## src/rtl/pixel_word_unpacker.sv

```systemverilog
// Unpacks 32-bit words of 2-bit pixels (MSB first) into one pixel per clock inside the sprite window.
// Latency: o_Pixel/o_Pixel_Valid registered one cycle after the raster position is presented.
// Backpressure: one hold word plus one shift word; o_Word_Ready drops while hold is occupied or on frame start.
module pixel_word_unpacker #(
   parameter int WIN_X0 = 16,
   parameter int WIN_W  = 256,
   parameter int WIN_Y0 = 0,
   parameter int WIN_H  = 256
) (
   input  logic        i_Clk,
   input  logic        i_Reset,
   input  logic        i_Frame_Start,
   input  logic [9:0]  i_Row,
   input  logic [9:0]  i_Column,
   input  logic [31:0] i_Word_Data,
   input  logic        i_Word_Valid,
   output logic        o_Word_Ready,
   output logic [1:0]  o_Pixel,
   output logic        o_Pixel_Valid,
   output logic        o_Underrun,
   output logic [15:0] o_Word_Count
);

   logic [31:0] hold_dat;
   logic [31:0] sr_dat;
   logic        hold_full;
   logic        sr_full;
   logic [3:0]  pix_idx;

   logic [9:0]  row_off;
   logic [9:0]  col_off;
   logic        in_win;
   logic        accept;
   logic        shift_en;
   logic        last_pix;
   logic        hold_take;

   // Unsigned wrap makes positions left of / above the window compare as out of range.
   assign row_off = i_Row - 10'(WIN_Y0);
   assign col_off = i_Column - 10'(WIN_X0);
   assign in_win  = (row_off < 10'(WIN_H)) && (col_off < 10'(WIN_W));

   assign o_Word_Ready = !hold_full && !i_Frame_Start;
   assign accept       = i_Word_Valid && o_Word_Ready;
   assign shift_en     = in_win && sr_full;
   assign last_pix     = shift_en && (pix_idx == 4'd15);
   // Hold moves to the shifter when the shifter is empty or finishing its last pixel.
   assign hold_take    = hold_full && (!sr_full || last_pix);

   always_ff @(posedge i_Clk) begin
      if (i_Reset) begin
         hold_dat      <= '0;
         sr_dat        <= '0;
         hold_full     <= 1'b0;
         sr_full       <= 1'b0;
         pix_idx       <= '0;
         o_Pixel       <= 2'b00;
         o_Pixel_Valid <= 1'b0;
         o_Underrun    <= 1'b0;
         o_Word_Count  <= '0;
      end else if (i_Frame_Start) begin
         hold_full     <= 1'b0;
         sr_full       <= 1'b0;
         pix_idx       <= '0;
         o_Pixel       <= 2'b00;
         o_Pixel_Valid <= 1'b0;
         o_Word_Count  <= '0;
      end else begin
         if (accept) begin
            hold_dat  <= i_Word_Data;
            hold_full <= 1'b1;
         end else if (hold_take) begin
            hold_full <= 1'b0;
         end

         o_Pixel       <= shift_en ? sr_dat[31:30] : 2'b00;
         o_Pixel_Valid <= in_win;
         if (in_win && !sr_full)
            o_Underrun <= 1'b1;

         if (hold_take) begin
            sr_dat  <= hold_dat;
            sr_full <= 1'b1;
            pix_idx <= '0;
         end else if (shift_en) begin
            sr_dat  <= sr_dat << 2;
            pix_idx <= pix_idx + 4'd1;
            if (last_pix)
               sr_full <= 1'b0;
         end

         if (last_pix)
            o_Word_Count <= o_Word_Count + 16'd1;
      end
   end

endmodule

```

## config.mk

```make
export PLATFORM = sky130hd
export DESIGN_NAME = pixel_word_unpacker
export DESIGN_NICKNAME = d
export VERILOG_FILES = /design/src/rtl/pixel_word_unpacker.sv
export SDC_FILE = /design/constraint.sdc
export NUM_CORES = 1
export LEC_CHECK = 0
export CORE_ASPECT_RATIO = 1.5
export CORE_MARGIN = 2
export CORE_UTILIZATION = 50
export CTS_BUF_LIST = sky130_fd_sc_hd__clkbuf_4 sky130_fd_sc_hd__clkbuf_8
export CTS_CLUSTER_DIAMETER = 80
export DETAILED_ROUTE_END_ITERATION = 8
export GPL_TIMING_DRIVEN = 0
export PLACE_DENSITY = 0.87
export SYNTH_ARGS = -nofsm -noshare
export SYNTH_HDL_FRONTEND = slang
export SYNTH_SLANG_ARGS = --single-unit
```

## constraint.sdc

```tcl
create_clock -name i_Clk -period 2.6 [get_ports i_Clk]
set_clock_uncertainty 0.1 [all_clocks]
set_input_delay 0.78 -clock i_Clk [delete_from_list [all_inputs] [get_ports i_Clk]]
set_output_delay 0.78 -clock i_Clk [all_outputs]
set_load 0.01 [all_outputs]
```

==> impl_metrics.yaml, run 1 <==
synthesis:
  avgSynthCellArea_um2: 8.80
  ys_ff_latch: 90
  synthCells: 448
  synth.yosys.seq_area_share_pct: 45.7
  syn_area_um2: 3940
  synth_warnings: 0
  synthArstFlopShare_pct: 0
  synth_edf_count: 0
  ys_types: 43
  synth_ff_type: "dfxtp_1"
  synth_nets: 506
sta:
  max_clock_freq_mhz: 385
  worst_pin_slew_ps: 562
  drv_slew: 0
  hold_slack_ps: 357
  fin_crit_ps: 2600
  setup_violations: 1
  worst_slack_ps: -0.622
  setup_tns_ps: -0.622
  rsz0062_at_grt: "yes"
  hold_viol_final: 0
  slew_headroom_pct: 62.2
  fin_crit_sh_pct: 100
detailed_routing:
  drcViolationCount: 0
  dr.pass1.iters: 5
  drt_iter0_drc: 243
  drtAntennaViolNets: 0
  num_vias: 3712
  vias_per_cell: 5.90
  drt-total-wl_um: 10000
  wl_per_cell_um: 15.9
pwr:
  p_leak_nw: 1.70
  power.density_nw_per_um2: 554
  ir_drop_mv: 0.380
place:
  gp_congestion: 0.904
  dp_hpwl_um: 7300
  port_buffers: 64
finish:
  final_cell_mix: "90 x dfxtp_1, 84 x nand2_1, 62 x clkdlybuf4s50_1, 40 x a21oi_1, 35 x inv_1"
  n_antenna_cell: 0
  utilization_pct: 65.8
  nNetsFinal: 581
  layout_commonest_cell: "dfxtp_1"
  area_growth_syn_to_layout_pct: 27.0
  drive_gt1_share_pct: 10.1
  n_fill_cell: 648
setup_path:
  reg2reg_slack_ps: 380
  worst-r2r-cell-count: 7
  cpPeakStageDelay_ps: 440
  path_cells: "clkdlybuf4s50_1 -> nor4_4 -> mux2_2 -> buf_4 -> clkbuf_4 -> a41oi_1 -> o221a_1"
  crit_type: "in2reg"
  reg2reg_to: "sr_dat[14]"
  worst_setup_path_end_kind: "flop"
  rr_startpoint: "pix_idx[0]"
  worstSetupStartpoint: "i_Column[7]"
  endpoint: "sr_dat[14]"
  startpoint_type: "input pin"
  crit_slowest_cell: "clkdlybuf4s50_1"
  required_ps: 2820
  cp_max_fo: 10
  crit_arrival_ps: 2820
die:
  die_w_um: 76.5
  initial_core_util_pct: 51.8
  rows: 39
  coreArea_um2: 7610
  ios: 77
  dieArea_um2: 8630
  die_height_um: 113
global_route:
  grt_util_met1_pct: 25.0
  grt_pass1_vias: 3692
  use_met3_pct: 4.70
  grt.busiest_layer: "met2"
  overflow: 0
  grt_usage_pct: 23.8
  grt_max_degree: 15
  grt_pass1_wl_um: 16700
  antenna_found_initial: 0
  use_met2_pct: 46.0
clocking:
  cts_tree: "done"
  cts_buffers: 9
  clk_latency_ps: 370
  clk_pin_slew_ps: 80
  root_buffer: "clkbuf_8"
  cts_sinks: 90
  htreeDepth: 3
  clock_path_buffers: 2
  cts_setup_buffers: 0
worst_hold_path:
  hold_path.class: "reg2reg"
  min-delay-start: "hold_dat[11]"
flow_run:
  drv_cap: 0
outcome:
  status: "complete, but fails checks"
  violations: "setup timing"
[per-stage QoR]
stage	instances	power, mW	area (µm²)	worst slack [ps]
final	629	2.77	5010	-0.622
after global routing	629	2.87	5010	-98.9
after CTS	629	2.77	4940	-6.93
after detailed placement	614	1.70	4710	-463
after global placement	614	1.70	4710	-466
after floorplan	448	1.59	3940	291
[cell type report]
type | instances | area, µm² | area share, %
clock inverter | 4 | 73.8 | 1.47
buffer | 41 | 205 | 4.10
inverter | 35 | 131 | 2.62
tap | 102 | 128 | 2.55
clock buffer | 11 | 151 | 3.02
timing repair buffer | 64 | 638 | 12.7
multi-input combinational | 282 | 1880 | 37.5
sequential | 90 | 1800 | 36.0
[worst min-delay path by stage]
stage | to | slack (ps) | cells after the start
after detailed placement | hold_dat[11] | 350 | 2
after CTS | hold_dat[11] | 360 | 2
final | hold_dat[11] | 360 | 2
after global placement | hold_dat[23] | 340 | 2
after floorplan | hold_dat[15] | 340 | 2
after global routing | hold_dat[4] | 380 | 2
[cells by family after synthesis]
logic type / Yosys count / synth area share [%]
AO/OA/AOI/OAI: 129 / 26.2
adder cells (fa/ha/maj): 2 / 0.635
buffers and inverters: 76 / 8.35
flip-flops: 90 / 45.7
multiplexers: 8 / 2.06
AND/OR/NAND/NOR: 143 / 17.0
[cells in the mapped netlist, drive strengths merged (2+ instances only)]
cell    number  area share [%]
dfxtp       90              46
nand2       84             8.0
a21oi       40             5.1
inv         35             3.3
a41oi       30             6.7
o221a       30             8.6
clkbuf      26             2.5
buf         15             2.5
nor2        14             1.3
or3         13             2.1
nand4       10             1.6
mux2i        7             1.8
nand3        6            0.76
a31oi        5            0.79
o21ai        5            0.63
a31o         3            0.67
and3         3            0.48
nor3         3            0.38
nor4         3             1.0
o311ai       3            0.67
o41ai        3            0.67
a41o         2            0.51
ha           2            0.63
nand2b       2            0.32
o31ai        2            0.73
o32ai        2            0.44
[layer usage]
metal	part of all wire [%]	wire length [µm]	vias up
met1	39	3910	1763
met2	54	5460	144
met3	4.5	452	18
met4	2.1	215	0
li1	-	-	1787
met5	0	0	-
[power breakdown]
part | leakage [nW] | internal (mW) | switching, mW
combinational | 0.858 | 0.119 | 0.129
clock | 0.116 | 0.591 | 0.504
sequential | 0.730 | 1.41 | 0.0201
total | 1.70 | 2.12 | 0.653
[worst max-delay path: cells and delay by family]
kind | cells | cell delay (ps)
simple gates | 1 | 360
compound gates | 2 | 470
buf+inv | 3 | 830
mux | 1 | 370
[what timing repair did]
item	4_1_cts	5_1_grt
hold buffers	0	0
hold endpoints to repair	0	0
endpoints found under the setup margin	6	53
pin swaps	1	0
gates resized for setup	4	19
[flip-flops by register name (all words and copies together) (netlist names)]
name	count
hold_dat	32
hold_full	1
o_Pixel	2
o_Pixel_Valid	1
o_Underrun	1
o_Word_Count	16
pix_idx	4
sr_dat	32
sr_full	1
(Power assumes the default switching activity.)
==> inputs of run 2 (changes only) <==
--- a/config.mk
+++ b/config.mk
@@ -5,6 +5,7 @@
 export SDC_FILE = /design/constraint.sdc
 export NUM_CORES = 1
 export LEC_CHECK = 0
+export ABC_CLOCK_PERIOD_IN_PS = 2600
 export CORE_ASPECT_RATIO = 1.5
 export CORE_MARGIN = 2
 export CORE_UTILIZATION = 50
@@ -12,6 +13,7 @@
 export CTS_CLUSTER_DIAMETER = 80
 export DETAILED_ROUTE_END_ITERATION = 8
 export GPL_TIMING_DRIVEN = 0
+export MAX_ROUTING_LAYER = met4
 export PLACE_DENSITY = 0.87
 export SYNTH_ARGS = -nofsm -noshare
 export SYNTH_HDL_FRONTEND = slang
==> impl_metrics.yaml, run 2 (synthesis gave the netlist of run 1 again) <==
outcome:
  status: "complete, but fails checks"
  violations: "setup timing"
detailed_routing:
  wl_per_cell_um: 15.9
  drtAntennaViolNets: 0
  vias_per_cell: 5.86
  num_vias: 3684
  drt_iter0_drc: 269
  dr.pass1.iters: 5
  drt-total-wl_um: 9990
  drcViolationCount: 0
sta:
  fin_crit_sh_pct: 100
  worst_pin_slew_ps: 574
  drv_slew: 0
  setup_violations: 1
  fin_crit_ps: 2610
  hold_viol_final: 0
  worst_slack_ps: -6.55
  max_clock_freq_mhz: 384
  rsz0062_at_grt: "yes"
  hold_slack_ps: 357
  slew_headroom_pct: 61.4
die:
  die_height_um: 113
  coreArea_um2: 7610
  dieArea_um2: 8630
  ios: 77
  die_w_um: 76.5
  initial_core_util_pct: 51.8
  rows: 39
place:
  gp_congestion: 0.920
  dp_hpwl_um: 7300
  place_area_um2: 4710
  port_buffers: 64
  place_inst: 614
worst_hold_path:
  min-delay-start: "hold_dat[11]"
  min_path_cells: 2
  hold_end: "hold_dat[11]"
  hold_path.class: "reg2reg"
finish:
  top_regs: "hold_dat: 32 flops, sr_dat: 32 flops, o_Word_Count: 16 flops"
  final_area_um2: 5010
  stdcell_count: 629
  n_antenna_cell: 0
  nNetsFinal: 581
  layout_commonest_cell: "dfxtp_1"
  drive_gt1_share_pct: 10.1
  area_growth_syn_to_layout_pct: 27.0
  final_cell_mix: "90 x dfxtp_1, 84 x nand2_1, 62 x clkdlybuf4s50_1, 40 x a21oi_1, 35 x inv_1"
clocking:
  clock_path_buffers: 2
  cts_sinks: 90
  root_buffer: "clkbuf_8"
  clk_pin_slew_ps: 80
  cts_setup_buffers: 0
  cts_buffers: 9
  clk_latency_ps: 370
  cts_tree: "done"
  htreeDepth: 3
global_route:
  antenna_found_initial: 0
  grt_max_degree: 15
  grt_pass1_vias: 3684
  grt_usage_pct: 24.6
  grt_pass1_wl_um: 16700
  overflow: 0
setup_path:
  worst-r2r-cell-count: 7
  cpPeakStageDelay_ps: 440
  rr_startpoint: "pix_idx[0]"
  reg2reg_slack_ps: 380
  cp_max_fo: 10
  reg2reg_to: "sr_dat[14]"
  crit_arrival_ps: 2820
  crit_type: "in2reg"
  startpoint_type: "input pin"
  path_cells: "clkdlybuf4s50_1 -> nor4_4 -> mux2_2 -> buf_4 -> clkbuf_4 -> a41oi_1 -> o221a_1"
  crit_slowest_cell: "clkdlybuf4s50_1"
  required_ps: 2810
  worst_setup_path_end_kind: "flop"
flow_run:
  drv_cap: 0
pwr:
  p_leak_nw: 1.70
  ir_drop_mv: 0.380
  power.density_nw_per_um2: 553
## run 2: cell counts in the layout (fill, tap and decap cells not counted)
Identical to the previous run, type by type.
## run 2: power by group
part | internal [mW] | total [mW] | switching [mW]
logic | 0.119 | 0.249 | 0.129
registers | 1.41 | 1.43 | 0.0198
clock network | 0.591 | 1.09 | 0.496
total | 2.12 | 2.77 | 0.645
## run 2: repair_timing
action	in CTS	in global routing
setup endpoints to repair	6	53
pin swaps	1	0
hold buffers	0	0
gates resized for setup	4	19
## run 2: worst max-delay path by stage
stage	startpoint	end	slack (ps)	depth (start not counted)
after floorplan	i_Column[7]	sr_dat[10]	290	6
after global placement	i_Frame_Start	o_Word_Ready	-470	3
after detailed placement	i_Frame_Start	o_Word_Ready	-460	3
after CTS	i_Column[7]	sr_dat[5]	-7	6
after global routing	i_Column[7]	sr_dat[14]	-100	7
final	i_Column[7]	sr_dat[14]	-7	7
## run 2: metrics by stage
step | utilization (%) | setup WS (ps) | setup TNS, ps | power, mW
finish | 65.8 | -6.55 | -6.55 | 2.77
global route | 65.8 | -96.6 | -1060 | 2.87
global placement | 61.9 | -466 | -21600 | 1.70
floorplan | - | 291 | 0 | 1.59
CTS | 64.9 | -6.93 | -20.0 | 2.77
detailed placement | 61.9 | -463 | -26890 | 1.70
## run 2: layout make-up
cell class	count	area, µm²
fill	648	2610
multi-input combinational	282	1880
sequential	90	1800
timing repair buffer	64	638
buffer	41	205
clock buffer	11	151
inverter	35	131
tap	102	128
clock inverter	4	73.8
## run 2: worst max-delay path, delay by kind of cell
kind	cells	cell delay [ps]
simple gates	1	360
mux	1	370
compound gates	2	470
buf+inv	3	830
## run 2: per-layer routing
| metal | track usage [%] | vias up | part of all wire, % |
|---|---|---|---|
| met4 | 9.58 | 0 | 2.1 |
| met5 | - | - | 0 |
| met2 | 46.0 | 138 | 55 |
| met1 | 25.1 | 1746 | 39 |
| met3 | 4.70 | 19 | 4.8 |
| li1 | - | 1781 | - |
==> inputs of run 3 (changes only) <==
--- a/config.mk
+++ b/config.mk
@@ -7,7 +7,6 @@
 export LEC_CHECK = 0
 export ABC_CLOCK_PERIOD_IN_PS = 2600
 export CORE_ASPECT_RATIO = 1.5
-export CORE_MARGIN = 2
 export CORE_UTILIZATION = 50
 export CTS_BUF_LIST = sky130_fd_sc_hd__clkbuf_4 sky130_fd_sc_hd__clkbuf_8
 export CTS_CLUSTER_DIAMETER = 80
==> impl_metrics.yaml, run 3 (synthesis gave the netlist of run 1 again) <==
global_route:
  grt_pass1_vias: 3695
  grt_usage_pct: 26.8
  overflow: 0
  grt_max_degree: 14
  antenna_found_initial: 0
  grt_pass1_wl_um: 16700
pwr:
  ir_drop_mv: 0.381
  power.density_nw_per_um2: 539
  p_leak_nw: 1.70
clocking:
  clk_latency_ps: 370
  clock_path_buffers: 2
  hold_buffers: 0
  cts_buffers: 9
  root_buffer: "clkbuf_8"
  clk_pin_slew_ps: 80
  htreeDepth: 3
  cts_setup_buffers: 0
  cts_sinks: 90
  cts_tree: "done"
flow_run:
  drv_cap: 0
sta:
  max_clock_freq_mhz: 385
  worst_slack_ps: 0.955
  slew_headroom_pct: 62.3
  hold_slack_ps: 358
  hold_viol_final: 0
  setup_violations: 0
  worst_pin_slew_ps: 566
  fin_crit_sh_pct: 100
  fin_crit_ps: 2600
  drv_slew: 0
  rsz0062_at_grt: "yes"
place:
  port_buffers: 64
  gp_congestion: 0.881
  dp_hpwl_um: 7200
  place_ws_ps: -453
detailed_routing:
  drtAntennaViolNets: 0
  num_vias: 3679
  wl_per_cell_um: 15.7
  drcViolationCount: 0
  drt-total-wl_um: 9880
  drt_iter0_drc: 251
  vias_per_cell: 5.85
  dr.pass1.iters: 4
die:
  rows: 39
  ios: 77
  coreArea_um2: 7610
  initial_core_util_pct: 51.8
  die_height_um: 111
  dieArea_um2: 8250
  die_w_um: 74.5
setup_path:
  cpPeakStageDelay_ps: 440
  crit_slowest_cell: "clkdlybuf4s50_1"
  startpoint_type: "input pin"
  worst_setup_path_end_kind: "flop"
  worstPathBufferInverterCount: 3
  cp_max_fo: 10
  crit_arrival_ps: 2810
  path_delay_family: "buffers and inverters"
  path_cells: "clkdlybuf4s50_1 -> nor4_4 -> mux2_2 -> buf_4 -> buf_2 -> a41oi_1 -> o221a_1"
  crit_type: "in2reg"
  required_ps: 2820
finish:
  final_cell_mix: "90 x dfxtp_1, 84 x nand2_1, 62 x clkdlybuf4s50_1, 40 x a21oi_1, 35 x inv_1"
  nNetsFinal: 581
  layout_commonest_cell: "dfxtp_1"
  drive_gt1_share_pct: 9.49
  top_regs: "hold_dat: 32 flops, sr_dat: 32 flops, o_Word_Count: 16 flops"
  n_antenna_cell: 0
  area_growth_syn_to_layout_pct: 26.3
outcome:
  status: "completed"
worst_hold_path:
  hold_path.class: "reg2reg"
-- run 3: power by group --
group / switching [mW] / internal [mW] / total (mW)
clock: 0.479 / 0.527 / 1.01
sequential: 0.0199 / 1.41 / 1.43
combinational: 0.130 / 0.119 / 0.248
total: 0.628 / 2.06 / 2.69
-- run 3: final timing paths --
check,start,endpoint,slack (ps),cells past startpoint
worst max-delay path,i_Column[7],sr_dat[12],1,7
worst min-delay path,hold_dat[11],hold_dat[11],360,2
worst max register to register,pix_idx[0],sr_dat[3],360,7
worst min register to register,hold_dat[11],hold_dat[11],360,2
-- run 3: area by class of cell --
type                            count  area (µm²)
Timing Repair Buffer               64         638
Clock inverter                      2        35.0
Buffer                             41         201
Inverter                           35         131
Tap cell                          102         128
Clock buffer                       13         173
Fill cell                         680        2630
Sequential cell                    90        1800
Multi-Input combinational cell    282        1870
-- run 3: per-layer routing --
| metal | part of all wire [%] | track usage, % | vias to the layer above |
|---|---|---|---|
| li1 | - | - | 1784 |
| met1 | 39 | 29.6 | 1748 |
| met2 | 54 | 44.7 | 129 |
| met3 | 4.5 | 4.73 | 18 |
| met4 | 2.5 | 13.3 | 0 |
| met5 | 0 | - | - |
-- run 3: repair_timing --
item	in CTS	in global routing
setup endpoints to repair	2	61
pin swaps	1	0
resized for setup	4	14
-- run 3: worst min-delay path: cells and delay by family, from the launching register on --
family | cells | cell delay (ps)
AO/OA/AOI/OAI | 1 | 50
flip-flops | 1 | 310
AND/OR/NAND/NOR | 1 | 50
-- run 3: stage by stage --
stage	setup TNS (ps)	instances	total power, mW	area [µm²]	util (%)
after floorplan	0	448	1.59	3940	-
after global placement	-21320	614	1.70	4710	61.9
after detailed placement	-24600	614	1.70	4710	61.9
after CTS	0	629	2.68	4920	64.6
after global routing	-357	629	2.78	4980	65.4
final	0	629	2.69	4980	65.4
==> patch: new RTL, config.mk and constraints of run 3 <==
Put one more register stage on the output `o_Word_Count`, cleared by the reset. The value now appears one clock later. The other outputs are not delayed to match.
--- a/src/rtl/pixel_word_unpacker.sv
+++ b/src/rtl/pixel_word_unpacker.sv
@@ -20,6 +20,8 @@
    output logic        o_Underrun,
    output logic [15:0] o_Word_Count
 );
+
+   logic [15:0] o_Word_Count_s0;
 
    logic [31:0] hold_dat;
    logic [31:0] sr_dat;
@@ -57,14 +59,14 @@
          o_Pixel       <= 2'b00;
          o_Pixel_Valid <= 1'b0;
          o_Underrun    <= 1'b0;
-         o_Word_Count  <= '0;
+         o_Word_Count_s0 <= '0;
       end else if (i_Frame_Start) begin
          hold_full     <= 1'b0;
          sr_full       <= 1'b0;
          pix_idx       <= '0;
          o_Pixel       <= 2'b00;
          o_Pixel_Valid <= 1'b0;
-         o_Word_Count  <= '0;
+         o_Word_Count_s0 <= '0;
       end else begin
          if (accept) begin
             hold_dat  <= i_Word_Data;
@@ -90,7 +92,15 @@
          end
 
          if (last_pix)
-            o_Word_Count <= o_Word_Count + 16'd1;
+            o_Word_Count_s0 <= o_Word_Count_s0 + 16'd1;
+      end
+   end
+
+   always_ff @(posedge i_Clk) begin
+      if (i_Reset) begin
+         o_Word_Count <= '0;
+      end else begin
+         o_Word_Count <= o_Word_Count_s0;
       end
    end
 
Function: no difference found for any inputs over 10 cycles, from zero or initial values and one cycle with i_Reset high; that may be too few to reach the edited logic, so the function may still have changed.
==> patch against run 3 <==
Worst setup slack better by 0.011 ns; design area is 9.0% higher; synthesized area is 11% higher; sequential power is 17% higher; non-clock buffer count is 3 higher; sequential cell count is 16 higher; total power is 16% higher; sequential share of layout area is 2.9 points higher; clock power is 19% higher; routed wire length is 7.5% higher; combinational power is 2% higher; utilization is 1.3 points lower; critical endpoint is now sr_dat[4]; via count is 6.8% higher.
==> patch: results (changes against run 3) <==
stage,metric,value,unit,change
route,wire_per_inst,15.9,um,+0.95%
synth,synth_commonest_cells,"dfxtp_1 (106), nand2_1 (84), a21oi_1 (40)",,
layout,antenna_cells,0,,unchanged
clock_network,cts_max_path_buffers,2,,unchanged
synth,ys_seq_area_share,48.6,%,+2.9 points
clock_network,cts_max_level,3,,unchanged
route,first_iter_violations,336,,+34%
layout,nets,616,,+6.0%
pwr,peakVddDrop,0.330,mV,-13%
clock_network,clk_latency,0.37,ns,about the same
grt,grt_pass1_wl,17100,um,+2.6%
synth,async_flop_share,0,%,unchanged
place,place_hpwl,7370,um,+2.3%
run_status,status,"finished, final reports clean",,
place,dpl_worst_slack,-0.477,ns,-0.0234 ns
route,vias,3929,,+6.8%
synth,synth.distinct_cells,45,,+4.7%
critical_path,crit_slowest_cell,clkdlybuf4s50_1,,
pwr,leakage,1.88,nW,+11%
synth,yosysWarningCount,0,,unchanged
route,drt_pass1_iterations,5,,+1
place,portBuffers,64,,unchanged
grt,grt_pass1_vias,3841,,+4.0%
critical_path,crit_arrival,2.81,ns,about the same
layout,drive_gt1_share,8.70,%,-0.78 points
min_path,hold_path.class,flop to flop,,
grt,grt_max_degree,17,,+3
timing,slew_headroom,59.6,%,-2.6 points
clock_network,clock_tree.root_cell,clkbuf_8,,
clock_network,path_clk_slew,0.09,ns,
synth,syn-num-nets,541,,+6.9%
clock_network,cts_buffers,9,,unchanged
layout,reg_top3,"hold_dat (32), sr_dat (32)",,
grt,grt_usage,24.9,%,-1.9 points
timing,timing.final.crit_share,99.6,%,-0.41 points
synth,synth.area.top_cells,"dfxtp_1 (49%), nand2_1 (7.2%), o221a_1 (7.2%), a41oi_1 (6.0%), a21oi_1 (4.6%)",,
layout,fillers,705,,+3.7%
critical_path,worstPathMaxFanout,10,,unchanged
timing,tns,0,ns,unchanged
critical_path,slowest_delay,0.44,ns,about the same
grt,antenna_found_initial,0,,unchanged
place,gp_congestion,0.864,,-1.9%
==> patch: path summary, 6_finish.rpt <==
path                     start      endpoint  slack (ns)  cells after the start
setup reg to reg    pix_idx[0]    sr_dat[25]        0.31                      7
setup / recovery   i_Column[7]     sr_dat[4]        0.01                      7
hold reg to reg   hold_dat[12]  hold_dat[12]        0.36                      2
hold / removal    hold_dat[12]  hold_dat[12]        0.36                      2
==> patch: final cells by class <==
class / count / area [sq um] / area share (%)
plain buffers: 44 / 213 / 3.92
flip-flops and latches: 106 / 2120 / 39.1
clock inverters: 3 / 68.8 / 1.27
inverters: 35 / 131 / 2.42
repair buffers: 64 / 641 / 11.8
clock buffers: 13 / 179 / 3.30
multi-input cells: 298 / 1940 / 35.7
well taps: 107 / 134 / 2.47
==> patch: kinds of logic (layout without fill, tap and decap cells) <==
kind of cell	after synthesis	after routing	share of synthesized area, %
flip-flops	106	106	48.6
adder cells (fa/ha/maj)	2	2	0.573
AND/OR/NAND/NOR	159	159	17.6
buffers and inverters	79	159	7.79
AO/OA/AOI/OAI	129	129	23.7
multiplexers	8	8	1.86
==> patch: power by group <==
part	internal, W	total, W	leakage [nW]	switching, W
registers	0.00166	0.00168	0.859	0.0000211
clock network	0.000650	0.00120	0.126	0.000547
logic	0.000119	0.000254	0.893	0.000135
total	0.00243	0.00313	1.88	0.000704
==> patch: what timing repair did <==
action / 4_1_cts / 5_1_grt
endpoints found under the hold margin: 0 / 0
gates resized for setup: 9 / 7
setup buffers: 0 / 0
endpoints found under the setup margin: 7 / 19
pin swaps: 0 / 0
==> patch: per-stage QoR <==
step / util, % / cells / hold WS, ns / area, sq um
2_1_floorplan: - / 483 / 0.336 / 4370
3_3_place_gp: 60.8 / 654 / 0.344 / 5140
3_5_place_dp: 60.8 / 654 / 0.351 / 5140
4_1_cts: 63.9 / 670 / 0.363 / 5410
5_1_grt: 64.1 / 670 / 0.382 / 5430
6_report: 64.1 / 670 / 0.363 / 5430
==> patch: critical path, delay by kind of cell <==
family,cells,cell delay (ns)
AOI/OAI and AO/OA,2,0.49
muxes,1,0.37
and+or+nand+nor,1,0.34
buffers and inverters,3,0.81
==> patch: layer usage <==
layer	routed length, um	global-route usage (%)	vias up
met5	0	-	-
met4	395	16.4	0
met3	574	4.14	28
met2	5570	42.7	167
met1	4090	26.3	1851
li1	-	-	1883
